$ cat src/rtl/result_streamer_if.sv
// result_streamer_if
//   Bundles the two handshakes of the result streamer:
//     capture side : cap_valid / cap_data / cap_ready  (multiplier -> streamer)
//     output side  : out_valid / out_ready / out_data / out_idx / out_last
//                    (streamer -> host read port)
//   modport slave  : the streamer's view (takes results, produces words)
//   modport master : the surrounding system's view (offers results, consumes words)
interface result_streamer_if #(
  parameter int dw = 31,
  parameter int rw = 256
);
  logic          cap_valid;
  logic [rw-1:0] cap_data;
  logic          cap_ready;
  logic          out_valid;
  logic          out_ready;
  logic [dw:0]   out_data;
  logic [2:0]    out_idx;
  logic          out_last;

  modport master (
    output cap_valid, cap_data, out_ready,
    input  cap_ready, out_valid, out_data, out_idx, out_last
  );

  modport slave (
    input  cap_valid, cap_data, out_ready,
    output cap_ready, out_valid, out_data, out_idx, out_last
  );
endinterface

$ cat src/rtl/result_streamer.sv
// result_streamer
//   Captures 256-bit matrix-multiplier results into a 2-entry ping-pong
//   buffer and drains each one as eight 32-bit words, LSB word first, over a
//   valid/ready stream. A second result can be captured while the first is
//   still being read out.
//
// Ports
//   clk       rising-edge clock
//   n_reset   asynchronous active-low reset
//   clear     synchronous flush of buffer, word index and overflow flag
//   bus       result_streamer_if.slave (capture and output handshakes)
//   busy      buffer non-empty (same as out_valid)
//   overflow  sticky: a result was offered while the buffer was full
//
// state     | meaning
// ----------+-------------------------------------------------------
// st_empty  | count == 0, nothing to stream, out_valid low
// st_stream | count >= 1, head entry is being streamed word by word
module result_streamer #(
  parameter int dw     = 31,
  parameter int rw     = 256,
  parameter int nwords = 8
) (
  input  logic               clk,
  input  logic               n_reset,
  input  logic               clear,
  result_streamer_if.slave   bus,
  output logic               busy,
  output logic               overflow
);

  typedef enum logic {
    st_empty  = 1'b0,
    st_stream = 1'b1
  } state_t;

  localparam logic [2:0] last_idx = 3'(nwords - 1);

  state_t     state, state_nxt;
  logic [1:0] count, count_nxt;
  logic       wr_ptr, wr_ptr_nxt;
  logic       rd_ptr, rd_ptr_nxt;
  logic [2:0] idx, idx_nxt;
  logic       overflow_nxt;

  logic [rw-1:0] entry [2];

  logic out_valid;
  logic cap_fire;
  logic pop_word;
  logic pop_last;

  // cap_ready depends only on registered count, never on out_ready, so a
  // full buffer blocks capture even in a cycle where the head is popped.
  assign bus.cap_ready = (count != 2'd2);
  assign out_valid     = (state == st_stream);
  assign bus.out_valid = out_valid;
  assign busy          = out_valid;

  assign cap_fire = bus.cap_valid && bus.cap_ready && !clear;
  assign pop_word = out_valid && bus.out_ready;
  assign pop_last = pop_word && (idx == last_idx);

  // Entry contents are never reset; gating with out_valid keeps the data
  // output at zero whenever the buffer is empty (including during reset).
  assign bus.out_data = out_valid ? entry[rd_ptr][(dw+1)*idx +: dw+1] : '0;
  assign bus.out_idx  = idx;
  assign bus.out_last = out_valid && (idx == last_idx);

  always_ff @(posedge clk) begin
    if (cap_fire) begin
      entry[wr_ptr] <= bus.cap_data;
    end
  end

  always_ff @(posedge clk or negedge n_reset) begin
    if (!n_reset) begin
      state    <= st_empty;
      count    <= 2'd0;
      wr_ptr   <= 1'b0;
      rd_ptr   <= 1'b0;
      idx      <= 3'd0;
      overflow <= 1'b0;
    end else begin
      state    <= state_nxt;
      count    <= count_nxt;
      wr_ptr   <= wr_ptr_nxt;
      rd_ptr   <= rd_ptr_nxt;
      idx      <= idx_nxt;
      overflow <= overflow_nxt;
    end
  end

  always_comb begin
    state_nxt    = state;
    count_nxt    = count;
    wr_ptr_nxt   = wr_ptr;
    rd_ptr_nxt   = rd_ptr;
    idx_nxt      = idx;
    overflow_nxt = overflow;

    if (clear) begin
      state_nxt    = st_empty;
      count_nxt    = 2'd0;
      wr_ptr_nxt   = 1'b0;
      rd_ptr_nxt   = 1'b0;
      idx_nxt      = 3'd0;
      overflow_nxt = 1'b0;
    end else begin
      if (bus.cap_valid && !bus.cap_ready) begin
        overflow_nxt = 1'b1;
      end

      if (cap_fire) begin
        wr_ptr_nxt = ~wr_ptr;
      end

      if (pop_word) begin
        if (idx == last_idx) begin
          idx_nxt    = 3'd0;
          rd_ptr_nxt = ~rd_ptr;
        end else begin
          idx_nxt = idx + 3'd1;
        end
      end

      // Capture and final-word pop in the same cycle cancel out on count.
      case ({cap_fire, pop_last})
        2'b10:   count_nxt = count + 2'd1;
        2'b01:   count_nxt = count - 2'd1;
        default: count_nxt = count;
      endcase

      case (state)
        st_empty: begin
          if (cap_fire) begin
            state_nxt = st_stream;
          end
        end
        st_stream: begin
          if (pop_last && !cap_fire && (count == 2'd1)) begin
            state_nxt = st_empty;
          end
        end
        default: state_nxt = st_empty;
      endcase
    end
  end

endmodule

$ cat src/flat_wrapper.sv
// flat-port wrapper written by rule: the top's interface ports become plain ports
module result_streamer_flat 
#(
  parameter int dw     = 31,
  parameter int rw     = 256,
  parameter int nwords = 8
)
  (clk, n_reset, clear, busy, overflow, bus_cap_valid, bus_cap_data, bus_out_ready, bus_cap_ready, bus_out_valid, bus_out_data, bus_out_idx, bus_out_last);
  result_streamer_if #(.dw(dw), .rw(rw)) bus_i ();
  input  logic clk;
  input  logic n_reset;
  input  logic clear;
  output logic busy;
  output logic overflow;
  input wire logic [$bits(bus_i.cap_valid)-1:0] bus_cap_valid;
  input wire logic [$bits(bus_i.cap_data)-1:0] bus_cap_data;
  input wire logic [$bits(bus_i.out_ready)-1:0] bus_out_ready;
  output wire logic [$bits(bus_i.cap_ready)-1:0] bus_cap_ready;
  output wire logic [$bits(bus_i.out_valid)-1:0] bus_out_valid;
  output wire logic [$bits(bus_i.out_data)-1:0] bus_out_data;
  output wire logic [$bits(bus_i.out_idx)-1:0] bus_out_idx;
  output wire logic [$bits(bus_i.out_last)-1:0] bus_out_last;
  assign bus_i.cap_valid = bus_cap_valid;
  assign bus_i.cap_data = bus_cap_data;
  assign bus_i.out_ready = bus_out_ready;
  assign bus_cap_ready = bus_i.cap_ready;
  assign bus_out_valid = bus_i.out_valid;
  assign bus_out_data = bus_i.out_data;
  assign bus_out_idx = bus_i.out_idx;
  assign bus_out_last = bus_i.out_last;
  result_streamer #(.dw(dw), .rw(rw), .nwords(nwords)) u_core (.clk(clk), .n_reset(n_reset), .clear(clear), .bus(bus_i), .busy(busy), .overflow(overflow));
endmodule
$ cat config.mk
export PLATFORM = sky130hd
export DESIGN_NAME = result_streamer_flat
export DESIGN_NICKNAME = d
export VERILOG_FILES = /design/src/rtl/result_streamer_if.sv /design/src/rtl/result_streamer.sv /design/src/flat_wrapper.sv
export SDC_FILE = /design/constraint.sdc
export NUM_CORES = 1
export LEC_CHECK = 0
export ABC_AREA = 1
export CAP_MARGIN = 40
export CORE_ASPECT_RATIO = 1.75
export CORE_MARGIN = 2
export CORE_UTILIZATION = 26
export CTS_CLUSTER_SIZE = 14
export DETAILED_ROUTE_END_ITERATION = 7
export PLACE_DENSITY = 0.48
export SKIP_CTS_REPAIR_TIMING = 1
export SYNTH_ARGS = -nofsm -noshare
export SYNTH_HDL_FRONTEND = slang
export SYNTH_SLANG_ARGS = --single-unit
export TNS_END_PERCENT = 1
$ cat constraint.sdc
create_clock -name clk -period 21.8 [get_ports clk]
set_input_delay 4.36 -clock clk [delete_from_list [all_inputs] [get_ports clk]]
set_output_delay 4.36 -clock clk [all_outputs]
set_load 0.005 [all_outputs]
==> results of run 1 <==
report_power, final:
part           leakage [nW]  internal [W]  switching [W]  total (W)
combinational          5.44      0.000105       0.000156   0.000261
clock                 0.794      0.000482       0.000402   0.000884
sequential             4.80       0.00119      0.0000204    0.00121
worst min-delay path, cell delays in order, from the launching register on:
cell     delay, ns
dfrtp_1       0.37
a21oi_1       0.05
nor2_1        0.08
routing by layer:
layer  global-route usage [%]  vias to the layer above  share of wire (%)
met4                     5.50                       16                2.9
met1                     19.0                     7281                 41
met5                        0                        -               0.16
met2                     27.1                      422                 50
met3                     3.37                      116                5.6
li1                         -                     7300                  -
placed cells by master, fill, tap and decap left out:
cell and n:
a21oi_1 34, buf_12 5, buf_16 6, buf_4 18, bufinv_16 2, clkbuf_1 12, clkbuf_16 53, clkbuf_8 2
clkdlybuf4s50_1 300, clkinv_1 12, clkinv_16 1, clkinv_2 7, clkinv_8 1, clkinvlp_4 5, dfrtp_1 5, dfrtp_2 1
dfrtp_4 3, diode_2 7, edfxtp_1 512, ha_1 4, inv_1 265, inv_16 1, inv_2 2, inv_4 1
inv_6 2, inv_8 2, nand2_1 775, nand3_1 325, nand4_1 1, nor2_1 4, nor2_4 1, nor3_4 1
o211ai_1 1, o21ai_0 6, o22ai_1 2
kinds of logic after synthesis:
logic type / Yosys count / synth area share, %
AOI/OAI and AO/OA: 43 / 0.998
adders and majority gates: 4 / 0.227
buffers and inverters: 381 / 7.41
DFF: 521 / 70.7
and+or+nand+nor: 1107 / 20.7
per-stage QoR:
step,setup slack [ns],std cells
2_1_floorplan,5.63,2056
3_3_place_gp,13.15,3337
3_5_place_dp,13.34,3347
4_1_cts,12.64,3444
5_1_grt,12.41,3448
6_report,12.78,3451
path summary, 6_finish.rpt:
kind	startpoint	end	slack, ns	cells past startpoint
max reg2reg	u_core.count[0]	u_core.entry[0][159]	18.30	9
min reg2reg	u_core.overflow	u_core.overflow	0.53	2
max in group asynchronous	n_reset	u_core.rd_ptr	17.35	1
min in group asynchronous	n_reset	u_core.overflow	4.08	1
max	u_core.rd_ptr	bus_out_data[8]	12.78	11
min	u_core.overflow	u_core.overflow	0.53	2
synthesized netlist by cell type, drive strengths merged:
cell,count,area share [%]
buf,92,2.5
dfrtp,9,1.0
o211ai,1,0.034
ha,4,0.23
nand3,325,7.4
nand4,1,0.028
nor2,5,0.085
edfxtp,512,70
clkinv,1,0.017
nand2,775,13
a21oi,34,0.77
o22ai,2,0.057
clkbuf,18,0.31
o21ai,6,0.14
inv,270,4.6
nor3,1,0.023
sequential cells by signal, indices dropped and copies added, names as in the netlist:
signal                flops
u_core.entry            512
u_core.count              2
u_core.bus.out_valid      1
u_core.overflow           1
u_core.rd_ptr             1
u_core.bus.out_idx        3
u_core.wr_ptr             1
final cells by class:
type / instances / area [sq um] / area share (%)
multi-input combinational: 1154 / 4850 / 17.4
clock buffer: 67 / 1400 / 5.01
sequential: 521 / 15600 / 55.9
timing repair buffer: 329 / 3400 / 12.2
inverter: 271 / 1030 / 3.70
tap: 1072 / 1340 / 4.80
antenna: 7 / 17.5 / 0.0627
clock inverter: 30 / 260 / 0.932
==> results.md, run 1 <==
- Critical-path cell list: inv_8, buf_4, buf_12, buf_4, nand2_1, nand2_1, nand2_1, nand3_1, nand3_1, a21oi_1, clkdlybuf4s50_1
- Required time of the critical path: 17.44 ns
- Worst-case clock buffer depth: 3
- RD Place Congestion: 0.792
- Hold Path Class: reg -> reg
- Worst path slowest cell: buf_4
- Final hold violation count: 0
- Mapped Avg Cell Area: 10.7 sq um
- Wire length per cell: 19.9 um
- Initial core utilization: 26.2%
- Setup violation total in the final timing report: 0
- Sequential share of the synthesized area: 70.7%
- F_max: 111 MHz
- Pin count of the biggest net entering global routing: 138
- Reg clk slew, reported paths: 0.06 ns
- CP max FO: 99
- Layout cells sized above 1: 4.81%
- Final Cell Area: 27,900 sq um
- Vias: 15,100
- Dpl cell area: 26,200 sq um
- Num CTS Buffers: 53
- Total power: 0.00235 W
- Power Density: 84.2 nW/um^2
- Total wire length: 68,800 um
- TNS Setup: 0 ns
- Die W: 224 um
- CP max stage delay: 0.66 ns
- RSZ-0062 raised after global routing: false
- Max cap viols: 0
- First-pass GRT wire length: 101,000 um
- Cell family contributing the most delay on the critical path: buffers and inverters
- Root Driver: clkbuf_16
- Residual DRC: 0
- Fillers: 8,516
- Final min period: 9.02 ns
- Least-Margin Pin Slew: 1.13 ns
- Initial DRC count: 899
- Worst EP arrival: 4.66 ns
- Nets: 2,595
- Leakage: 11.0 nW
- Final Core Density: 33.1%
- Status: finished clean
- Most common cell type on the critical path: nand2_1
- 1st-pass router iterations: 5
- Slew Limit Fails: 0
- Tcrit/Tclk final: 41.4%
- Area grow syn2layout: 26.5%
- Yosys warns: 0
- Crit start category: flip-flop
- CP Capture Type: primary output
- Syn_nets: 2,321
- Final setup skew: 0.0197 ns
- Total GRT Usage: 15.6%
- Remaining global-route overflow: 0
- Rows: 141
- Max rail drop VDD: 0.0579 mV
- Antenna viol nets, final: 0
- Synth Instances: 2,056
- Core footprint: 84,300 sq um
- Full die area: 87,300 sq um
- PortBufs: 300
- Crit path buffers/inverters: 5
- Vias in the first global route: 15,300
- Synth Register Bits: 521
- CP Class: reg -> out
- Clk_lat worst skew: 0.63 ns
- Hold slack: 0.535 ns
- CTS Sinks: 521
- Post-DP HPWL: 45,300 um
- Unique cell type count in the Yosys netlist: 20
- Htree depth: 2
- Slew HR: 25.0%
- CTS tree: built
- Syn Std Cell Area: 22,100 sq um
- Initial antenna violation count: 21
- Vias per cell: 4.39
- Die Ht: 389 um
- I/O pin cnt: 301
Note: power is estimated with default switching activity, not from simulation.
==> run 2, diff against run 1 <==
--- a/config.mk
+++ b/config.mk
@@ -12,7 +12,7 @@
 export CORE_UTILIZATION = 26
 export CTS_CLUSTER_SIZE = 14
 export DETAILED_ROUTE_END_ITERATION = 7
-export PLACE_DENSITY = 0.48
+export PLACE_DENSITY = 0.49
 export SKIP_CTS_REPAIR_TIMING = 1
 export SYNTH_ARGS = -nofsm -noshare
 export SYNTH_HDL_FRONTEND = slang
==> constraint.sdc (replaced) <==
create_clock -name clk -period 7.96 [get_ports clk]
set_input_delay 1.592 -clock clk [delete_from_list [all_inputs] [get_ports clk]]
set_output_delay 1.592 -clock clk [all_outputs]
set_load 0.005 [all_outputs]
==> run 2 against run 1 <==
  * Cell area up 0.49%
  * Sequential power increased to 2.7 times the previous value
  * Die area did not move
  * Sequential share of layout area fell by 0.27 points
  * First-iteration DRC count rose by 16%
  * Worst hold slack worse by 0.034 ns
  * Via count up 0.50%
  * Register-to-register slack got worse by 13 ns
  * Utilization is 0.16 points higher
  * Critical path depth decreased by 1
==> results.md, run 2 (same netlist as run 1, synthesis figures left out) <==
- Fin cells: 3,451 (unchanged)
- Critical-path cell list: buf_4, buf_4, buf_16, nand2_1, nand2_1, nand2_1, nand3_1, nand3_1, a21oi_1, clkdlybuf4s50_1
- Pin count of the biggest net entering global routing: 132 (-4.3%)
- Final setup skew: 0.0306 ns (+0.0109 ns)
- Vias per cell: 4.41 (+0.50%)
- Core footprint: 84,300 sq um (unchanged)
- Status: finished clean
- CTS tree: built
- Worst EP arrival: 4.16 ns (-0.50 ns)
- Worst-case clock buffer depth: 3 (unchanged)
- Final min period: 5.76 ns
- Crit path buffers/inverters: 4 (-1)
- Power Density: 236 nW/um^2 (+180%)
- 1st-pass router iterations: 5 (unchanged)
- Root Driver: clkbuf_16
- CP Capture Type: primary output
- First-pass GRT wire length: 99,300 um (-1.4%)
- Total wire length: 68,100 um (-1.1%)
- Total GRT Usage: 15.4% (-0.20 points)
- Required time of the critical path: 6.37 ns (-11.07 ns)
- Initial antenna violation count: 20 (-4.8%)
- F_max: 174 MHz
- Commonest non-fill, non-tap cell in the layout: nand2_1
- Reg clk slew, reported paths: 0.06 ns (about the same)
- Initial DRC count: 1,046 (+16%)
- Setup violation total in the final timing report: 0 (unchanged)
- R2R depth: 6 (-3)
- Full die area: 87,300 sq um (unchanged)
- Hold Path Class: reg -> reg
- CTS Sinks: 521 (unchanged)
- Comb power frac: 10.5% (-0.6 points)
- WP depth: 10 (-1)
- RSZ-0062 raised after global routing: false
- P_sw: 0.00157 W (+170%)
- Most frequent cells in the layout: nand2_1, edfxtp_1, nand3_1
- Vias in the first global route: 15,300 (-0.40%)
- Total placed cells including tap cells: 3,342 (-0.15%)
- Part of the power in registers: 50.1% (-1.2 points)
- PortBufs: 300 (unchanged)
- CP startpoint: u_core.rd_ptr
- Die Ht: 389 um (unchanged)
- Least-Margin Pin Slew: 1.10 ns (-0.0301 ns)
- Crit start category: flip-flop
- Hold slack: 0.501 ns (-0.0340 ns)
- Cell family contributing the most delay on the critical path: buffers and inverters
- Htree depth: 2 (unchanged)
- Fillers: 8,483 (-0.39%)
- Leakage: 11.1 nW (+0.56%)
- Post-DP HPWL: 43,900 um (-3.1%)
- Wire length per cell: 19.7 um (-1.1%)
- Remaining global-route overflow: 0 (unchanged)
- Max rail drop VDD: 0.163 mV (+180%)
- Area grow syn2layout: 27.1%
- Max cap viols: 0 (unchanged)
- Switching Share: 23.7% (-0.88 points)
- Final hold violation count: 0 (unchanged)
- Clock network power share: 39.4% (+1.8 points)
- Slew Limit Fails: 0 (unchanged)
- CP Class: reg -> out
- Vias: 15,200 (+0.50%)
- Initial core utilization: 26.2% (unchanged)
- CP endpoint: bus_out_data[14]
- Nets: 2,591 (-0.15%)
- CP max stage delay: 0.67 ns (about the same)
- Slew HR: 27.0% (+2.0 points)
- Most flop-heavy register: u_core.entry
- Antenna viol nets, final: 0 (unchanged)
- Worst path slowest cell: buf_4
- Number of flip-flops under the largest register name: 512 (unchanged)
- RR Endpoint: u_core.entry[0][134]
- Internal: 0.00504 W (+180%)
- Rows: 141 (unchanged)
- Tcrit/Tclk final: 72.3%
- Num CTS Buffers: 54 (+1.9%)
- CP max FO: 71 (-28%)
- Clk_lat worst skew: 0.62 ns (about the same)
- I/O pin cnt: 301 (unchanged)
- R2r setup slk: 5.47 ns (-12.83 ns)
- Final Core Density: 33.3% (+0.16 points)
- Residual DRC: 0 (unchanged)
- TNS Setup: 0 ns (unchanged)
- RD Place Congestion: 0.777 (-1.8%)
- Layout cells sized above 1: 4.85% (+0.044 points)
- Most common cell type on the critical path: nand2_1
- Reg-to-reg startpoint: u_core.count[0]
- Die W: 224 um (unchanged)
## run 2: cell count changes in the layout (fill, tap and decap cells not counted), moves of 2 or more
| cell | change |
|---|---|
| buf_12 | +3 |
| buf_16 | -2 |
| buf_4 | -6 |
| bufinv_16 | +5 |
| clkbuf_1 | +4 |
| clkbuf_16 | +2 |
| clkinv_1 | -5 |
| inv_6 | +2 |
## run 2: layer usage
layer / GRT usage [%] / part of all wire (%) / vias to the layer above
met3: 3.45 / 6.3 / 141
met4: 6.61 / 3.8 / 20
met2: 25.6 / 48 / 477
met1: 19.2 / 41 / 7271
li1: - / - / 7301
met5: 0 / 0.20 / -
## run 2: area by class of cell
| type | count | area, sq um | area share (%) |
|---|---|---|---|
| Sequential cell | 521 | 15600 | 55.6 |
| Inverter | 271 | 1060 | 3.77 |
| Clock buffer | 72 | 1450 | 5.17 |
| Multi-Input combinational cell | 1154 | 4860 | 17.3 |
| Tap cell | 1072 | 1340 | 4.78 |
| Clock inverter | 29 | 352 | 1.25 |
| Timing Repair Buffer | 324 | 3360 | 12.0 |
| Antenna cell | 8 | 20.0 | 0.0713 |
## run 2: tightest hold or removal path, delay by kind of cell, from the launching register on
family / cells / cell delay, ns
flops: 1 / 0.34
simple gates: 1 / 0.08
compound gates: 1 / 0.04
## run 2: how the worst min path moves through the flow
stage	start	endpoint	slack, ns	depth (start not counted)
floorplan	u_core.overflow	u_core.overflow	0.49	2
global placement	u_core.overflow	u_core.overflow	0.48	2
detailed placement	u_core.overflow	u_core.overflow	0.49	2
CTS	u_core.overflow	u_core.overflow	0.50	2
global route	u_core.overflow	u_core.overflow	0.54	2
finish	u_core.overflow	u_core.overflow	0.50	2
## run 2: through the flow
step                      setup WS (ns)  instance area, sq um  power [W]
after floorplan                  -0.236                 22100    0.00371
final                              2.20                 28100    0.00661
after detailed placement           2.83                 26200    0.00408
after global routing               1.96                 28100    0.00688
after global placement             2.49                 26000    0.00405
after CTS                          2.15                 28000    0.00672
## run 2: power by group through the flow
| stage | combinational, W | sequential [W] | clock (W) |
|---|---|---|---|
| after floorplan | 0.000332 | 0.00338 | 0 |
| after global placement | 0.000691 | 0.00336 | 0 |
| after detailed placement | 0.000709 | 0.00337 | 0 |
| after CTS | 0.000713 | 0.00331 | 0.00269 |
| after global routing | 0.000771 | 0.00332 | 0.00279 |
| final | 0.000695 | 0.00331 | 0.00261 |
==> run 3, diff against run 2 <==
--- a/config.mk
+++ b/config.mk
@@ -12,7 +12,7 @@
 export CORE_UTILIZATION = 26
 export CTS_CLUSTER_SIZE = 14
 export DETAILED_ROUTE_END_ITERATION = 7
-export PLACE_DENSITY = 0.49
+export PLACE_DENSITY = 0.48
 export SKIP_CTS_REPAIR_TIMING = 1
 export SYNTH_ARGS = -nofsm -noshare
 export SYNTH_HDL_FRONTEND = slang
==> constraint.sdc (replaced) <==
create_clock -name clk -period 6 [get_ports clk]
set_input_delay 1.2 -clock clk [delete_from_list [all_inputs] [get_ports clk]]
set_output_delay 1.2 -clock clk [all_outputs]
set_load 0.005 [all_outputs]
==> run 3 against run 2 <==
  * Clock skew is 0.0097 ns lower
  * Non-clock buffer count grew 14
  * Clock power is 22% higher
  * Sequential power increased by 32%
  * Critical path type unchanged
  * Highest routed layer unchanged
==> results.md, run 3 (same netlist as run 1, synthesis figures left out) <==
- Power Density: 305 nW/um^2 (+29%)
- Final min period: 4.94 ns
- Core footprint: 84,300 sq um (unchanged)
- Reg clk slew, reported paths: 0.06 ns (about the same)
- Critical-path cell list: buf_4, buf_4, nand2_1, nand2_1, nand2_1, nand3_1, nand3_1, a21oi_1, clkdlybuf4s50_1
- Slew Limit Fails: 0 (unchanged)
- Vias per cell: 4.38 (-0.55%)
- Die Ht: 389 um (unchanged)
- Tcrit/Tclk final: 82.3%
- GRT met3 Usage: 3.30% (-0.15 points)
- Max rail drop VDD: 0.233 mV (+43%)
- GR Layer Usage met1: 18.9% (-0.34 points)
- Worst-case clock buffer depth: 3 (unchanged)
- I/O pin cnt: 301 (unchanged)
- Most common cell type on the critical path: nand2_1
- Pin count of the biggest net entering global routing: 153 (+16%)
- Htree depth: 2 (unchanged)
- Die W: 224 um (unchanged)
- CTS Sinks: 521 (unchanged)
- Least-Margin Pin Slew: 0.900 ns (-0.196 ns)
- Full die area: 87,300 sq um (unchanged)
- Most frequent cells in the layout: nand2_1, edfxtp_1, nand3_1
- Initial core utilization: 26.2% (unchanged)
- Wire length per cell: 19.4 um (-1.9%)
- Final setup skew: 0.0209 ns (-0.00971 ns)
- Worst path slowest cell: buf_4
- CP Class: reg -> out
- Vias: 15,200 (-0.35%)
- Slew HR: 40.0% (+13 points)
- Antenna viol nets, final: 0 (unchanged)
- Setup violation total in the final timing report: 0 (unchanged)
- Clk_lat worst skew: 0.62 ns (about the same)
- Cell family contributing the most delay on the critical path: buffers and inverters
- Total GRT Usage: 15.2% (-0.21 points)
- Rows: 141 (unchanged)
- RD Place Congestion: 0.769 (-1.1%)
- CP Capture Type: primary output
- First-pass GRT wire length: 99,000 um (-0.26%)
- Initial DRC count: 1,025 (-2.0%)
- Final hold violation count: 0 (unchanged)
- Max cap viols: 0 (unchanged)
- Remaining global-route overflow: 0 (unchanged)
- DP Worst Slack: 1.69 ns (-1.14 ns)
- Num CTS Buffers: 52 (-3.7%)
- Nets: 2,603 (+0.46%)
- Initial antenna violation count: 20 (unchanged)
- GRT busiest layer: met2
- Total wire length: 66,900 um (-1.7%)
- M2 GR Usage: 25.3% (-0.28 points)
- Status: finished clean
- Vias in the first global route: 15,700 (+2.6%)
- Worst EP arrival: 3.74 ns (-0.42 ns)
- Residual DRC: 0 (unchanged)
- Leakage: 11.1 nW (-0.22%)
- Crit path buffers/inverters: 3 (-1)
- CP max stage delay: 0.62 ns (-0.05 ns)
- CTS tree: built
- Final Cell Area: 27,900 sq um (-0.42%)
- Required time of the critical path: 4.80 ns (-1.57 ns)
- Most flop-heavy register: u_core.entry
- Post-DP HPWL: 44,300 um (+0.92%)
- Commonest non-fill, non-tap cell in the layout: nand2_1
- PortBufs: 300 (unchanged)
- Root Driver: clkbuf_16
- Crit start category: flip-flop
- Final Worst Setup Slack: 1.06 ns (-1.14 ns)
- Hold Path Class: reg -> reg
- RSZ-0062 raised after global routing: false
- Fillers: 8,508 (+0.29%)
- Layout cells sized above 1: 5.17% (+0.32 points)
- Number of flip-flops under the largest register name: 512 (unchanged)
- Area grow syn2layout: 26.6%
- Final Core Density: 33.1% (-0.14 points)
- Dpl cell area: 26,300 sq um (+0.20%)
- TNS Setup: 0 ns (unchanged)
- F_max: 203 MHz
- CP max FO: 68 (-4.2%)
- 1st-pass router iterations: 7 (+2)
[run 3: cell types whose count changed in the layout (fill, tap and decap cells not counted), sizes merged]
cell      delta
buf         +14
inv          -1
clkinv       +9
bufinv       -3
clkinvlp     -3
diode        +1
clkbuf      -10
[run 3: layout make-up]
cell class | instances | area [sq um] | share of cell area, %
inverter | 271 | 1060 | 3.78
antenna | 9 | 22.5 | 0.0806
timing repair buffer | 338 | 3420 | 12.2
multi-input combinational | 1154 | 4860 | 17.4
clock buffer | 62 | 1340 | 4.79
tap | 1072 | 1340 | 4.80
sequential | 521 | 15600 | 55.9
clock inverter | 31 | 289 | 1.03
[run 3: power breakdown]
group / switching, W / internal [W] / total, W / leakage, nW
Sequential: 0.0000725 / 0.00431 / 0.00438 / 4.80
Combinational: 0.000556 / 0.000380 / 0.000936 / 5.47
Clock: 0.00142 / 0.00177 / 0.00319 / 0.796
[run 3: path summary, 6_finish.rpt]
check,slack [ns],cells after the start,start,endpoint
hold reg to reg,0.50,2,u_core.overflow,u_core.overflow
setup reg to reg,3.30,10,u_core.bus.out_idx[1],u_core.count[0]
max in group asynchronous,4.60,1,n_reset,u_core.rd_ptr
setup / recovery,1.06,9,u_core.rd_ptr,bus_out_data[14]
hold / removal,0.50,2,u_core.overflow,u_core.overflow
min in group asynchronous,0.96,1,n_reset,u_core.overflow
[run 3: metal layers]
layer  part of all wire [%]  vias to the layer above
met5                   0.18                        -
met4                    3.4                       20
met3                    5.3                      119
met2                     49                      418
met1                     43                     7274
li1                       -                     7326
[run 3: tightest hold or removal path, cell delays in order (launching register included)]
cell	delay (ns)
dfrtp_1	0.34
a21oi_1	0.04
nor2_1	0.08
[run 3: through the flow]
stage | hold WS (ns) | power, W | std cells
after floorplan | 0.486 | 0.00492 | 2056
after global placement | 0.481 | 0.00539 | 3353
after detailed placement | 0.493 | 0.00542 | 3356
after CTS | 0.507 | 0.00865 | 3449
after global routing | 0.570 | 0.00886 | 3457
final | 0.501 | 0.00851 | 3458
==> patch 1: new RTL, settings of run 3 <==
`dw` is set to 31 in 3 places; all go to 62.
--- a/src/rtl/result_streamer_if.sv
+++ b/src/rtl/result_streamer_if.sv
@@ -8,3 +8,3 @@
 interface result_streamer_if #(
-  parameter int dw = 31,
+  parameter int dw = 62,
   parameter int rw = 256
--- a/src/rtl/result_streamer.sv
+++ b/src/rtl/result_streamer.sv
@@ -19,3 +19,3 @@
 module result_streamer #(
-  parameter int dw     = 31,
+  parameter int dw     = 62,
   parameter int rw     = 256,
--- a/src/flat_wrapper.sv
+++ b/src/flat_wrapper.sv
@@ -3,3 +3,3 @@
 #(
-  parameter int dw     = 31,
+  parameter int dw     = 62,
   parameter int rw     = 256,
Interface: changed (resized bus_out_data); port bits go from 301 to 332. The function was not compared with the original's and may differ.
==> patch 1 against run 3 <==
  * Worst hold slack got worse by 0.0024 ns
  * Sequential cell count is the same
  * Synthesized area down 1.2%
  * First-iteration DRC count down 26%
  * Power up 2.7%
  * Setup slack improved by 0.21 ns
  * Cell area shrank 0.22%
  * Wire length decreased by 7.4%
  * Critical path type unchanged
==> patch 1: results <==
metrics = {
    "power": {
        "pwr-share-clk_pct": 36.2,
        "vdd_ir_drop_max_v": 0.000198,
        "switching_share_pct": 24.3,
    },
    "placement": {
        "dp_hpwl_mm": 39.5,
    },
    "global_route": {
        "grt_pass1_wl_mm": 92.9,
        "antenna_found_initial": 16,
        "grt_use_met1_pct": 15.9,
        "grt_max_degree": 145,
        "gr-usage-met3_pct": 4.24,
    },
    "finish": {
        "seq-cell-share_pct": 56.0,
        "buffer_area_share_pct": 13.0,
        "nFillCells": 8318,
        "nNonClkInverters": 217,
        "clock_buffers": 63,
        "diodes": 2,
        "fin_nets": 2597,
        "drive_gt1_share_pct": 4.34,
        "design.seq.count": 521,
    },
    "timing": {
        "tightest_slew_ns": 0.900,
        "fin_skew_ns": 0.0153,
    },
    "status": {
        "outcome": "finished, final reports clean",
    },
    "setup_path": {
        "r2r_end": "u_core.entry[0][106]",
        "crit_path_end": "bus_out_data[35]",
        "crit_fanout": 45,
        "reg2reg_from": "u_core.count[0]",
        "cp_slowest_cell": "dfrtp_4",
        "rrSetupSlack_ns": 3.47,
        "r2r_cells": 7,
        "slowest_delay_ns": 0.71,
        "crit_arrival_ns": 3.53,
    },
    "synth": {
        "synth_top_area_share_pct": 70.5,
        "synth_compound_area_share_pct": 2.92,
        "synth_area_leaders": "edfxtp_1, nor2_1, nand2_1",
        "syn_nets": 2297,
        "synth_common_cells": "edfxtp_1, nor2_1, nand2_1, inv_1, nand3_1",
        "ys_types": 23,
    },
    "detailed_routing": {
        "met3_length_mm": 4.10,
        "drt_iter0_drc": 763,
        "wl_met1_mm": 24.6,
        "wl_met2_mm": 31.5,
    },
}
-- patch 1: cell types whose count changed in the layout (fill, tap and decap cells not counted), moves of 31 or more --
| cell | change |
|---|---|
| nor2_1 | +474 |
| a21oi_1 | -32 |
| o21ai_0 | +109 |
| nand3_1 | -178 |
| clkdlybuf4s50_1 | +31 |
| nand2_1 | -351 |
| inv_1 | -50 |
-- patch 1: metrics by stage --
| stage | utilization, % | cells | worst slack, ns | total power [W] | area [um2] |
|---|---|---|---|---|---|
| 2_1_floorplan | - | 2032 | -2.62 | 0.00513 | 21800 |
| 3_3_place_gp | 31.5 | 3342 | 1.82 | 0.00567 | 26200 |
| 4_1_cts | 33.5 | 3436 | 1.08 | 0.00891 | 27900 |
| 6_report | 33.5 | 3438 | 1.27 | 0.00874 | 27900 |
| 5_1_grt | 33.5 | 3438 | 0.993 | 0.00914 | 27900 |
| 3_5_place_dp | 31.6 | 3343 | 1.76 | 0.00570 | 26300 |
==> patch 2: new RTL, settings of run 3 <==
Without the edit above. Put one more register stage on the output `overflow`, cleared by the reset. The value now appears one clock later. The other outputs are not delayed to match.
--- a/src/rtl/result_streamer.sv
+++ b/src/rtl/result_streamer.sv
@@ -37,2 +37,4 @@
   localparam logic [2:0] last_idx = 3'(nwords - 1);
+
+  logic overflow_s0;
 
@@ -82,3 +84,3 @@
       idx      <= 3'd0;
-      overflow <= 1'b0;
+      overflow_s0 <= 1'b0;
     end else begin
@@ -89,3 +91,3 @@
       idx      <= idx_nxt;
-      overflow <= overflow_nxt;
+      overflow_s0 <= overflow_nxt;
     end
@@ -99,3 +101,3 @@
     idx_nxt      = idx;
-    overflow_nxt = overflow;
+    overflow_nxt = overflow_s0;
 
@@ -149,2 +151,10 @@
 
+  always_ff @(posedge clk or negedge n_reset) begin
+    if (!n_reset) begin
+      overflow <= '0;
+    end else begin
+      overflow <= overflow_s0;
+    end
+  end
+
 endmodule
Behaviour: not the same (Yosys sat finds a counterexample within 4 cycles, from zero or initial values and one cycle with n_reset low).
==> patch 2 against run 3 <==
  * Power rose by 0.45%
  * Wire length increased by 2.1%
  * Critical endpoint unchanged
  * Setup slack better by 0.017 ns
  * First-iteration DRC count is 9.0% lower
  * Synthesized area up 0.11%
  * Sequential cell count rose by 1
  * Combinational power hardly changed
  * Cell area fell by 0.36%
  * Non-clock buffer count fell by 15
  * Largest cell class unchanged
==> patch 2: results <==
metrics = {
    "detailed_routing": {
        "dr.pass1.iters": 5,
        "wl_per_cell_um": 19.8,
        "drt_iter0_drc": 933,
        "via_per_inst": 4.41,
    },
    "placement": {
        "postPlaceCellArea_mm2": 0.0262,
        "dp_slack_ns": 1.59,
        "dp_hpwl_mm": 43.6,
        "placedCellCount": 3342,
        "gp_congestion": 0.826,
        "port-buffer-count": 300,
    },
    "synth": {
        "synth_compound_area_share_pct": 0.997,
        "yosysSeqAreaShare_pct": 70.7,
        "synth_area_leaders": "edfxtp_1, nand2_1, nand3_1",
        "ys_types": 20,
        "synthMuxAreaShare_pct": 0,
        "ys.flop_type": "edfxtp_1",
        "syn_nets": 2322,
        "yosys.area_share.xor_xnor_pct": 0,
        "synth_edf_count": 512,
        "synth_common_cells": "nand2_1, edfxtp_1, nand3_1, inv_1, buf_2",
        "synthCells": 2057,
        "synth_adder_area_share_pct": 0.227,
        "yosys_warnings": 0,
        "async_reset_ff_share_pct": 1.92,
    },
    "power": {
        "p_leak_nw": 11.0,
        "vdd_ir_drop_max_v": 0.000230,
    },
    "global_route": {
        "grt_pass1_wl_mm": 99.7,
        "first_global_vias": 15300,
        "antenna_found_initial": 22,
        "grt_max_degree": 177,
        "track_usage_pct": 15.4,
    },
    "timing": {
        "slew_headroom_pct": 23.9,
        "fin_skew_ns": 0.0227,
    },
    "finish": {
        "stdcell_count": 3445,
        "drive_gt1_share_pct": 4.95,
        "nFillCells": 8519,
        "largest-register": "u_core.entry",
        "largest_reg_flops": 512,
        "fin_nets": 2589,
    },
    "status": {
        "outcome": "finished, final reports clean",
    },
    "clock_tree": {
        "clkSlewWorstSetupHoldPaths_ns": 0.06,
        "clkSinkCount": 522,
        "cts.htree.levels": 2,
        "numCtsBuffers": 52,
        "cts-root-buf": "clkbuf_16",
        "clk_latency_ns": 0.63,
        "clockBufferDepth": 3,
    },
    "setup_path": {
        "cp_slowest_cell": "dfrtp_4",
        "crit_arrival_ns": 3.72,
        "slowest_delay_ns": 0.78,
        "crit_fanout": 41,
    },
    "worst_hold_path": {
        "hp-class": "flip-flop to flip-flop",
    },
}
==> patch 2: cell count changes in the layout (fill, tap and decap cells not counted), sizes merged, moves of 2 or more <==
cell / run 3 / this run
buf: 38 / 23
clkbuf: 62 / 56
clkinv: 25 / 31
diode: 9 / 7
==> patch 2: critical path: cells and delay by family (launching register included) <==
kind                   cells  cell delay [ns]
DFF                        1             0.78
buffers and inverters      3             1.70
and+or+nand+nor            2             0.35
AOI/OAI and AO/OA          1             0.21
==> patch 2: worst paths after layout <==
| path | from | to | slack, ns | cells after the start |
|---|---|---|---|---|
| max | u_core.bus.out_idx[1] | bus_out_data[14] | 1.08 | 6 |
| min | u_core.overflow_s0 | u_core.overflow | 0.38 | 0 |
| max reg2reg | u_core.bus.out_idx[1] | u_core.count[0] | 2.94 | 10 |
| min reg2reg | u_core.overflow_s0 | u_core.overflow | 0.38 | 0 |
| max in group asynchronous | n_reset | u_core.bus.out_idx[1] | 4.53 | 1 |
| min in group asynchronous | n_reset | u_core.overflow_s0 | 0.99 | 1 |
==> patch 2: area by class of cell <==
type                       count  area (um2)  share of cell area [%]
antenna                        7        17.5                  0.0629
clock inverter                40         333                    1.20
timing repair buffer         323        3280                    11.8
inverter                     270        1050                    3.78
sequential                   522       15600                    56.2
tap                         1072        1340                    4.82
clock buffer                  56        1320                    4.73
multi-input combinational   1155        4860                    17.5
==> patch 2: metal layers <==
layer	track usage, %	up-vias	wire length, um
li1	-	7296	-
met1	19.0	7294	28600
met2	25.5	433	32700
met3	3.51	147	4060
met4	7.08	24	2820
met5	0	-	159
==> patch 2: power by group <==
part           internal [W]  switching, W  leakage (nW)
Combinational      0.000367      0.000572          5.39
Sequential          0.00432     0.0000653          4.81
Clock               0.00177       0.00145         0.821
